===== src/rtl/scroll_sequencer_pkg.sv =====
// Shared types and constants for the VT52 character-buffer scroll sequencer.
package vt52_pkg;
  localparam int ROWS_DEF      = 24;
  localparam int COLS_DEF      = 80;
  localparam int ADDR_BITS_DEF = 11;

  localparam logic [7:0] SPACE_CHAR  = 8'h20;
  localparam logic       SCROLL_UP   = 1'b0;
  localparam logic       SCROLL_DOWN = 1'b1;

  typedef enum logic [1:0] {
    IDLE,
    COPY,
    DRAIN,
    CLEAR
  } scroll_state_e;
endpackage


===== src/rtl/scroll_sequencer_if.sv =====
// Command-handler and character-buffer signals of the scroll sequencer.
interface scroll_sequencer_if
  import vt52_pkg::*;
#(
  parameter int ADDR_BITS = ADDR_BITS_DEF
);
  logic                 scroll_req;
  logic                 scroll_dir;
  logic                 scroll_busy;
  logic                 scroll_done;
  logic [7:0]           cmd_wr_char;
  logic [ADDR_BITS-1:0] cmd_wr_addr;
  logic                 cmd_wr_en;
  logic [ADDR_BITS-1:0] buf_rd_addr;
  logic [7:0]           buf_rd_data;
  logic [ADDR_BITS-1:0] buf_wr_addr;
  logic [7:0]           buf_wr_char;
  logic                 buf_wr_en;
  logic                 write_drop;

  modport slave (
    input  scroll_req, scroll_dir, cmd_wr_char, cmd_wr_addr, cmd_wr_en, buf_rd_data,
    output scroll_busy, scroll_done, buf_rd_addr, buf_wr_addr, buf_wr_char, buf_wr_en,
           write_drop
  );

  modport master (
    output scroll_req, scroll_dir, cmd_wr_char, cmd_wr_addr, cmd_wr_en, buf_rd_data,
    input  scroll_busy, scroll_done, buf_rd_addr, buf_wr_addr, buf_wr_char, buf_wr_en,
           write_drop
  );
endinterface


===== src/rtl/scroll_sequencer_addr_gen.sv =====
// Loadable source/destination address counter pair with a down-counting
// cycle counter; last is high on the final cycle of a loaded run.
module scroll_addr_gen
  import vt52_pkg::*;
#(
  parameter int ADDR_BITS = ADDR_BITS_DEF
) (
  input  logic                 clk,
  input  logic                 reset_n,
  input  logic                 load,
  input  logic                 step,
  input  logic                 down,
  input  logic [ADDR_BITS-1:0] src_init,
  input  logic [ADDR_BITS-1:0] dst_init,
  input  logic [ADDR_BITS-1:0] cnt_init,
  output logic [ADDR_BITS-1:0] src,
  output logic [ADDR_BITS-1:0] dst,
  output logic                 last
);
  typedef logic [ADDR_BITS-1:0] addr_t;
  localparam addr_t ONE = addr_t'(1);

  addr_t src_q, src_d;
  addr_t dst_q, dst_d;
  addr_t cnt_q, cnt_d;

  always_comb begin
    src_d = src_q;
    dst_d = dst_q;
    cnt_d = cnt_q;
    if (load) begin
      src_d = src_init;
      dst_d = dst_init;
      cnt_d = cnt_init;
    end else if (step) begin
      src_d = down ? src_q - ONE : src_q + ONE;
      dst_d = down ? dst_q - ONE : dst_q + ONE;
      cnt_d = cnt_q - ONE;
    end
  end

  always_ff @(posedge clk or negedge reset_n) begin
    if (!reset_n) begin
      src_q <= '0;
      dst_q <= '0;
      cnt_q <= '0;
    end else begin
      src_q <= src_d;
      dst_q <= dst_d;
      cnt_q <= cnt_d;
    end
  end

  assign src  = src_q;
  assign dst  = dst_q;
  assign last = (cnt_q == ONE);
endmodule


===== src/rtl/scroll_sequencer.sv =====
// Owns the character-buffer write port: forwards command writes when idle and
// runs the one-row copy-then-blank scroll engine when requested.
module scroll_sequencer
  import vt52_pkg::*;
#(
  parameter int ROWS      = ROWS_DEF,
  parameter int COLS      = COLS_DEF,
  parameter int ADDR_BITS = ADDR_BITS_DEF
) (
  input  logic               clk,
  input  logic               reset_n,
  scroll_sequencer_if.slave  bus
);
  localparam int CELLS = ROWS * COLS;
  localparam int N     = (ROWS - 1) * COLS;

  typedef logic [ADDR_BITS-1:0] addr_t;

  scroll_state_e state_q, state_d;
  logic          busy_q, busy_d;
  logic          dir_q, dir_d;
  logic          done_q, done_d;
  logic          drop_q, drop_d;
  logic          pend_q, pend_d;
  addr_t         pend_dst_q, pend_dst_d;
  logic          wr_en_q, wr_en_d;
  addr_t         wr_addr_q, wr_addr_d;
  logic [7:0]    wr_char_q, wr_char_d;

  logic  ag_load, ag_step, ag_down, ag_last;
  addr_t ag_src_init, ag_dst_init, ag_cnt_init, ag_src, ag_dst;

  scroll_addr_gen #(.ADDR_BITS(ADDR_BITS)) u_addr_gen (
    .clk      (clk),
    .reset_n  (reset_n),
    .load     (ag_load),
    .step     (ag_step),
    .down     (ag_down),
    .src_init (ag_src_init),
    .dst_init (ag_dst_init),
    .cnt_init (ag_cnt_init),
    .src      (ag_src),
    .dst      (ag_dst),
    .last     (ag_last)
  );

  always_comb begin
    state_d     = state_q;
    busy_d      = busy_q;
    dir_d       = dir_q;
    done_d      = 1'b0;
    drop_d      = drop_q | (bus.cmd_wr_en & busy_q);
    pend_d      = 1'b0;
    pend_dst_d  = ag_dst;
    wr_en_d     = 1'b0;
    wr_addr_d   = wr_addr_q;
    wr_char_d   = wr_char_q;
    ag_load     = 1'b0;
    ag_step     = 1'b0;
    ag_down     = 1'b0;
    ag_src_init = '0;
    ag_dst_init = '0;
    ag_cnt_init = '0;

    // Read data for the previous cycle's source address is written here.
    if (pend_q) begin
      wr_en_d   = 1'b1;
      wr_addr_d = pend_dst_q;
      wr_char_d = bus.buf_rd_data;
    end

    case (state_q)
      IDLE: begin
        if (bus.cmd_wr_en) begin
          wr_en_d   = 1'b1;
          wr_addr_d = bus.cmd_wr_addr;
          wr_char_d = bus.cmd_wr_char;
        end
        if (bus.scroll_req) begin
          state_d     = COPY;
          busy_d      = 1'b1;
          dir_d       = bus.scroll_dir;
          ag_load     = 1'b1;
          ag_cnt_init = addr_t'(N);
          ag_src_init = (bus.scroll_dir == SCROLL_DOWN) ? addr_t'(N - 1) : addr_t'(COLS);
          ag_dst_init = (bus.scroll_dir == SCROLL_DOWN) ? addr_t'(CELLS - 1) : '0;
        end
      end
      COPY: begin
        pend_d  = 1'b1;
        ag_down = (dir_q == SCROLL_DOWN);
        // Holding on the last read keeps the counters inside the screen.
        ag_step = ~ag_last;
        if (ag_last) state_d = DRAIN;
      end
      DRAIN: begin
        ag_load     = 1'b1;
        ag_dst_init = (dir_q == SCROLL_DOWN) ? '0 : addr_t'(N);
        ag_cnt_init = addr_t'(COLS);
        state_d     = CLEAR;
      end
      CLEAR: begin
        wr_en_d   = 1'b1;
        wr_addr_d = ag_dst;
        wr_char_d = SPACE_CHAR;
        ag_step   = ~ag_last;
        if (ag_last) begin
          state_d = IDLE;
          busy_d  = 1'b0;
          done_d  = 1'b1;
        end
      end
      default: state_d = IDLE;
    endcase
  end

  always_ff @(posedge clk or negedge reset_n) begin
    if (!reset_n) begin
      state_q    <= IDLE;
      busy_q     <= 1'b0;
      dir_q      <= 1'b0;
      done_q     <= 1'b0;
      drop_q     <= 1'b0;
      pend_q     <= 1'b0;
      pend_dst_q <= '0;
      wr_en_q    <= 1'b0;
      wr_addr_q  <= '0;
      wr_char_q  <= '0;
    end else begin
      state_q    <= state_d;
      busy_q     <= busy_d;
      dir_q      <= dir_d;
      done_q     <= done_d;
      drop_q     <= drop_d;
      pend_q     <= pend_d;
      pend_dst_q <= pend_dst_d;
      wr_en_q    <= wr_en_d;
      wr_addr_q  <= wr_addr_d;
      wr_char_q  <= wr_char_d;
    end
  end

  // scroll_req is folded in so the handler sees busy on its request edge.
  assign bus.scroll_busy = busy_q | bus.scroll_req;
  assign bus.scroll_done = done_q;
  assign bus.buf_rd_addr = ag_src;
  assign bus.buf_wr_en   = wr_en_q;
  assign bus.buf_wr_addr = wr_addr_q;
  assign bus.buf_wr_char = wr_char_q;
  assign bus.write_drop  = drop_q;
endmodule

===== src/flat_wrapper.sv =====
// flat-port wrapper written by rule: the top's interface ports become plain ports
module scroll_sequencer_flat import vt52_pkg::*;
#(
  parameter int ROWS      = ROWS_DEF,
  parameter int COLS      = COLS_DEF,
  parameter int ADDR_BITS = ADDR_BITS_DEF
)
  (clk, reset_n, bus_scroll_req, bus_scroll_dir, bus_cmd_wr_char, bus_cmd_wr_addr, bus_cmd_wr_en, bus_buf_rd_data, bus_scroll_busy, bus_scroll_done, bus_buf_rd_addr, bus_buf_wr_addr, bus_buf_wr_char, bus_buf_wr_en, bus_write_drop);
  scroll_sequencer_if #(.ADDR_BITS(ADDR_BITS)) bus_i ();
  input  logic clk;
  input  logic reset_n;
  input wire logic [$bits(bus_i.scroll_req)-1:0] bus_scroll_req;
  input wire logic [$bits(bus_i.scroll_dir)-1:0] bus_scroll_dir;
  input wire logic [$bits(bus_i.cmd_wr_char)-1:0] bus_cmd_wr_char;
  input wire logic [$bits(bus_i.cmd_wr_addr)-1:0] bus_cmd_wr_addr;
  input wire logic [$bits(bus_i.cmd_wr_en)-1:0] bus_cmd_wr_en;
  input wire logic [$bits(bus_i.buf_rd_data)-1:0] bus_buf_rd_data;
  output wire logic [$bits(bus_i.scroll_busy)-1:0] bus_scroll_busy;
  output wire logic [$bits(bus_i.scroll_done)-1:0] bus_scroll_done;
  output wire logic [$bits(bus_i.buf_rd_addr)-1:0] bus_buf_rd_addr;
  output wire logic [$bits(bus_i.buf_wr_addr)-1:0] bus_buf_wr_addr;
  output wire logic [$bits(bus_i.buf_wr_char)-1:0] bus_buf_wr_char;
  output wire logic [$bits(bus_i.buf_wr_en)-1:0] bus_buf_wr_en;
  output wire logic [$bits(bus_i.write_drop)-1:0] bus_write_drop;
  assign bus_i.scroll_req = bus_scroll_req;
  assign bus_i.scroll_dir = bus_scroll_dir;
  assign bus_i.cmd_wr_char = bus_cmd_wr_char;
  assign bus_i.cmd_wr_addr = bus_cmd_wr_addr;
  assign bus_i.cmd_wr_en = bus_cmd_wr_en;
  assign bus_i.buf_rd_data = bus_buf_rd_data;
  assign bus_scroll_busy = bus_i.scroll_busy;
  assign bus_scroll_done = bus_i.scroll_done;
  assign bus_buf_rd_addr = bus_i.buf_rd_addr;
  assign bus_buf_wr_addr = bus_i.buf_wr_addr;
  assign bus_buf_wr_char = bus_i.buf_wr_char;
  assign bus_buf_wr_en = bus_i.buf_wr_en;
  assign bus_write_drop = bus_i.write_drop;
  scroll_sequencer #(.ROWS(ROWS), .COLS(COLS), .ADDR_BITS(ADDR_BITS)) u_core (.clk(clk), .reset_n(reset_n), .bus(bus_i));
endmodule

===== config.mk =====
export PLATFORM = sky130hd
export DESIGN_NAME = scroll_sequencer_flat
export DESIGN_NICKNAME = d
export VERILOG_FILES = /design/src/rtl/scroll_sequencer_pkg.sv /design/src/rtl/scroll_sequencer_if.sv /design/src/rtl/scroll_sequencer_addr_gen.sv /design/src/rtl/scroll_sequencer.sv /design/src/flat_wrapper.sv
export SDC_FILE = /design/constraint.sdc
export NUM_CORES = 1
export LEC_CHECK = 0
export BUFFER_PORTS_ARGS = -buffer_cell sky130_fd_sc_hd__buf_2
export CAP_MARGIN = 20
export CORE_UTILIZATION = 52
export DETAILED_ROUTE_END_ITERATION = 16
export GPL_TIMING_DRIVEN = 0
export PLACE_DENSITY = 0.76
export RECOVER_POWER = 100
export SYNTH_ARGS = -nofsm -noshare
export SYNTH_HDL_FRONTEND = slang
export SYNTH_SLANG_ARGS = --single-unit
export TNS_END_PERCENT = 10

===== constraint.sdc =====
create_clock -name clk -period 3.6 [get_ports clk]
set_input_delay 0.54 -clock clk [delete_from_list [all_inputs] [get_ports clk]]
set_output_delay 0.54 -clock clk [all_outputs]
set_load 0.05 [all_outputs]

**Word level (Yosys, flattened, before mapping)**

Index checks and enable logic that the tools add are counted.

- Register bits after elaboration: 71
- Input bits: 32
- Output and inout port bits: 34
- Word-level logic and storage cells: 76

- Add/subtract/negate cells: 5
- Equality and inequality tests: 7
- Mux-type cells: 40
- Bitwise gates (word level): 4
- Reductions and logical operators: 7

Operator list:

| cell | number |
|---|---|
| two-way mux 11 bit | 17 |
| case mux 11 bit (2 select lines) | 3 |
| subtractor 11 x 1 -> 11 bit (second input constant) | 3 |
| adder 11 x 1 -> 11 bit (second input constant) | 2 |
| two-way mux 8 bit | 2 |
| case mux 8 bit (2 select lines) | 1 |
| == test 11 x 1 -> 1 bit (second input constant) | 1 |
| two-way mux 1 bit | 10 |
| case mux 2 bit (4 select lines) | 1 |
| two-way mux 2 bit | 3 |
| case mux 1 bit (2 select lines) | 3 |
| AND reduction 3 bit | 2 |
| == test 2 bit (second input constant) | 2 |
| != test 2 x 1 -> 1 bit (second input constant) | 2 |
| nonzero test 2 bit | 2 |
| == test 2 x 1 -> 1 bit (second input constant) | 1 |
| logical NOT 2 bit | 1 |
| != test 2 bit (second input constant) | 1 |
| OR 1 bit | 2 |
| AND reduction 2 bit | 1 |
| OR reduction 2 bit | 1 |
| bitwise AND 1 bit | 1 |
| NOT 1 bit | 1 |

**Longest topological paths before layout**

- Depth in word-level cells: 5
- Gate-level depth with buffers: 10
- Depth with buffers taken out: 10

**Modules after synthesis**

Synthesis repeated with hierarchy kept, for this count alone.

- Cells, all modules: 427
- Area, all modules: 4290.4 µm²

Modules (own cells, without submodules):

| module | times used | cells an instance | area an instance (µm²) | sequential area each (µm²) |
|---|---|---|---|---|
| scroll_addr_gen | 1 | 282 | 2553.7 | 825.8 |
| scroll_sequencer | 1 | 145 | 1736.7 | 950.9 |

**Worst setup path before layout**

No wires, ideal clock.

- Kind: reg-to-reg
- Start point: register u_core.state_q[1]
- End point: register u_core.u_addr_gen.dst_q[8], in the netlist u_core.u_addr_gen.dst[8]
- Setup time: 121 ps
- Data arrival time: 2106 ps
- Data required time: 3479 ps
- Path slack: 1373 ps
- Stages on the path, launching flop included: 11
- Buffers on the path: 0
- Period minus slack after synthesis: 2227 ps
- Path through: dfrtp_1 -> inv_1 -> ha_1 -> nand2_2 -> xnor2_1 -> ha_1 -> a21boi_0 -> nand2_1 -> o21ai_0 -> a31oi_1 -> o22a_1

- Cells in the longest elaborated chain, start to end: 5
- Elaborated cells on any way between the ends: 13
- Those cells by class: eq/ne (3); mux (7); reduce/logical (3)

RTL lines:

| what | line | RTL |
|---|---|---|
| start, declared | scroll_sequencer.sv:19 | `scroll_state_e state_q, state_d;` |
| start signal, assigned | scroll_sequencer.sv:130 | `state_q <= state_d;` |
| == test 2 x 1 -> 1 bit | scroll_sequencer.sv:72 | `case (state_q)` |
| two-way mux 1 bit | scroll_sequencer.sv:72 |  |
| two-way mux 11 bit | scroll_sequencer_addr_gen.sv:37 | `dst_d = down ? dst_q - ONE : dst_q + ONE;` |
| two-way mux 11 bit | scroll_sequencer_addr_gen.sv:35 | `end else if (step) begin` |
| two-way mux 11 bit | scroll_sequencer_addr_gen.sv:31 | `if (load) begin` |
| end signal, assigned | scroll_sequencer_addr_gen.sv:49 | `dst_q <= dst_d;` |
| end, declared | scroll_sequencer_addr_gen.sv:24 | `addr_t dst_q, dst_d;` |

Several ways; a longest one is shown, not always the timed one. The select of a mux whose other input is x is not followed.
A chain may end at the register's enable or synchronous reset.

**Final worst setup path**

Same ends and word-level chain as after synthesis.

==> qor.yml <==
detailed_routing:
  wl_per_cell_um: 16.4
  met1_length_mm: 4.46
  firstDrtPassIters: 6
  route.met2.wl_mm: 4.27
  dr_total_vias: 3413
  dr.max_layer_used: "met4"
  drt_iter0_markers: 233
  via_per_inst: 5.94
  routed_wl_mm: 9.45
  drtAntennaViolNets: 0
  dr_wl_met3_um: 509
  drc: 0
placed_design:
  place.gp.congestion: 0.870
  dpl.hpwl_mm: 6.53
  portBuffers: 65
  pre_cts_ws_ps: 924
timing:
  rsz0062_at_grt: "no"
  max_slew_margin_pct: -17.2
  setup_ws_ps: 709
  worst_pin_slew_ps: 1760
  finalSetupViolCount: 0
  finalClockSkew_ps: 10.1
  report.final.slew_viol_count: 72
  setup-tns-final_ps: 0
  fin_crit_sh_pct: 80.3
  fin_crit_ps: 2890
  report.final.hold_viol_count: 0
  max_freq_mhz: 346
critical_path:
  slowest_stage: "a21boi_0"
  start_kind: "flop"
  critical_path.cell_chain: "inv_1 -> ha_1 -> nand2_1 -> xnor2_1 -> ha_1 -> a21boi_0 -> nand2_1 -> o21ai_0 -> a31oi_1 -> o22a_1"
  cp.arrival_ps: 3130
  crit_type: "flop to flop"
  rr_startpoint: "u_core.state_q[1]"
  crit_family: "compound AO/OA/AOI/OAI gates"
  crit_start: "u_core.state_q[1]"
  crit_buf_inv: 1
  endpoint_kind: "flop"
  cp_max_fo: 10
  slowest_delay_ps: 460
  cp.required_ps: 3840
clocking:
  cts_tree: "yes"
  ctsResizeCount: 0
  cts.sinks: 71
  path_clk_slew_ps: 80
  cts_max_path_buffers: 2
  ctsRootBufferMaster: "clkbuf_8"
  hold_buffers: 0
  clk_latency_ps: 350
  cts_buffers: 9
  cts_setup_buffers: 0
  htree_levels: 3
floorplanning:
  start_util_pct: 53.6
  rows: 31
  die_w_um: 88.2
  die_h_um: 88.2
  die_area_um2: 7780
  design.core.area_um2: 7210
  pin_count: 66
global_route:
  grt.total_usage_pct: 25.0
  grt_antenna_before_repair: 0
  grt_remaining_overflow: 0
  grt_pass1_wl_mm: 14.7
  grt_pass1_vias: 2960
  grt_start_max_net_pins: 72
min_path:
  worstHoldStart: "u_core.u_addr_gen.dst[1]"
  hp-class: "flop to flop"
layout:
  layout_common_cells: "dfrtp_1, clkbuf_1, nor2_1, buf_2, nand2_1"
  nNetsFinal: 511
  final_common_cell: "dfrtp_1"
  syn_to_final_growth_pct: 14.6
  drive_gt1_share_pct: 14.5
  finish.utilization_pct: 61.4
  num_antenna_cells: 0
  fill_cells: 679
run_status:
  failed_checks: "max-capacitance violations, max-slew violations"
  status: "finished, violations left"
synth:
  ys_types: 67
  ys.flop_type: "dfrtp_1"
  synth_warnings: 0
  async_flop_share_pct: 100
  yosysSeqAreaShare_pct: 46.0
  ys_ff_latch: 71
  synth_edf_count: 0
  synth_area_per_cell_um2: 9.78
  postSynthCellCount: 395
  syn-num-nets: 435
  syn-cell-area_um2: 3860
pwr:
  p_per_area_nw_per_um2: 1020
  p_leak_nw: 1.87
  ir_worst_vdd_v: 0.000553
  p_total_w: 0.00454
job:
  drv_cap: 1
-- flip-flops by register name, summed over array words and instances (netlist names), 2 cells and up --
| name | cells |
|---|---|
| u_core.bus.buf_wr_char | 8 |
| u_core.u_addr_gen.dst | 11 |
| u_core.bus.buf_wr_addr | 11 |
| u_core.u_addr_gen.cnt_q | 11 |
| u_core.state_q | 2 |
| u_core.pend_dst_q | 11 |
| u_core.u_addr_gen.src | 11 |
-- synth_stat cells, drive strengths merged (2+ instances only) --
cell type | instances | area (um2)
or3 | 5 | 41.3
a21boi | 2 | 15.0
a211oi | 8 | 60.1
o32ai | 4 | 42.6
or2 | 3 | 18.8
nand2b | 4 | 25.0
o22a | 5 | 45.0
a31oi | 10 | 68.8
nor2 | 43 | 161
xnor2 | 3 | 26.3
nand4 | 9 | 56.3
mux2i | 20 | 200
a22oi | 11 | 82.6
o31ai | 2 | 15.0
and4 | 3 | 26.3
dfrtp | 71 | 1780
buf | 13 | 80.1
nor3 | 8 | 45.0
o2bb2ai | 2 | 17.5
nand2 | 24 | 92.6
nor4b | 2 | 32.5
and3 | 4 | 25.0
a21o | 2 | 15.0
o21a | 5 | 37.5
nand3 | 14 | 70.1
xor2 | 5 | 43.8
and2 | 2 | 12.5
a311oi | 2 | 17.5
o32a | 2 | 21.3
a21oi | 14 | 70.1
clkbuf | 13 | 48.8
o21ai | 19 | 98.8
o22ai | 17 | 119
a2bb2oi | 2 | 17.5
inv | 11 | 41.3
ha | 8 | 100
nor4 | 7 | 50.1
-- metal layers --
layer,up-vias,track usage [%]
li1,1631,-
met1,1641,34.0
met2,124,38.8
met3,17,4.90
met4,0,11.0
met5,-,0
-- cells by family after synthesis --
| logic type | synth area share [%] |
|---|---|
| AO/OA/AOI/OAI | 21.1 |
| multiplexers | 5.47 |
| flip-flops | 46.0 |
| AND/OR/NAND/NOR | 18.6 |
| XOR/XNOR | 1.81 |
| buffers and inverters | 4.40 |
| adder cells (fa/ha/maj) | 2.59 |
-- area by class of cell --
| class | instances | area, um2 | share of cell area (%) |
|---|---|---|---|
| clock inverter | 6 | 71.3 | 1.61 |
| sequential | 71 | 1780 | 40.1 |
| clock buffer | 10 | 128 | 2.88 |
| timing repair buffer | 65 | 283 | 6.38 |
| inverter | 11 | 41.3 | 0.932 |
| buffer | 26 | 113 | 2.54 |
| tap | 99 | 124 | 2.80 |
| multi-input combinational | 287 | 1890 | 42.7 |
-- worst paths after layout --
kind                                               to  slack [ps]  depth (start not counted)
hold / removal                   u_core.pend_dst_q[1]         380                          0
hold reg to reg                  u_core.pend_dst_q[1]         380                          0
setup / recovery             u_core.u_addr_gen.dst[8]         710                         10
min in group asynchronous      u_core.bus.scroll_done         650                          1
setup reg to reg             u_core.u_addr_gen.dst[8]         710                         10
max in group asynchronous  u_core.u_addr_gen.cnt_q[1]        1890                          1
-- report_power, final --
| group | total, W | internal, W | switching [W] |
|---|---|---|---|
| Clock | 0.000635 | 0.000323 | 0.000312 |
| Sequential | 0.00136 | 0.00111 | 0.000249 |
| Combinational | 0.00254 | 0.000805 | 0.00174 |
| Total | 0.00454 | 0.00224 | 0.00230 |
-- through the flow --
stage	cells	hold slack [ps]	cell area [um2]
finish	575	376	4430
global route	575	395	4430
detailed placement	559	360	4320
floorplan	395	244	3860
CTS	575	344	4510
global placement	559	354	4310
No activity file was read; power rests on OpenSTA's default activity.
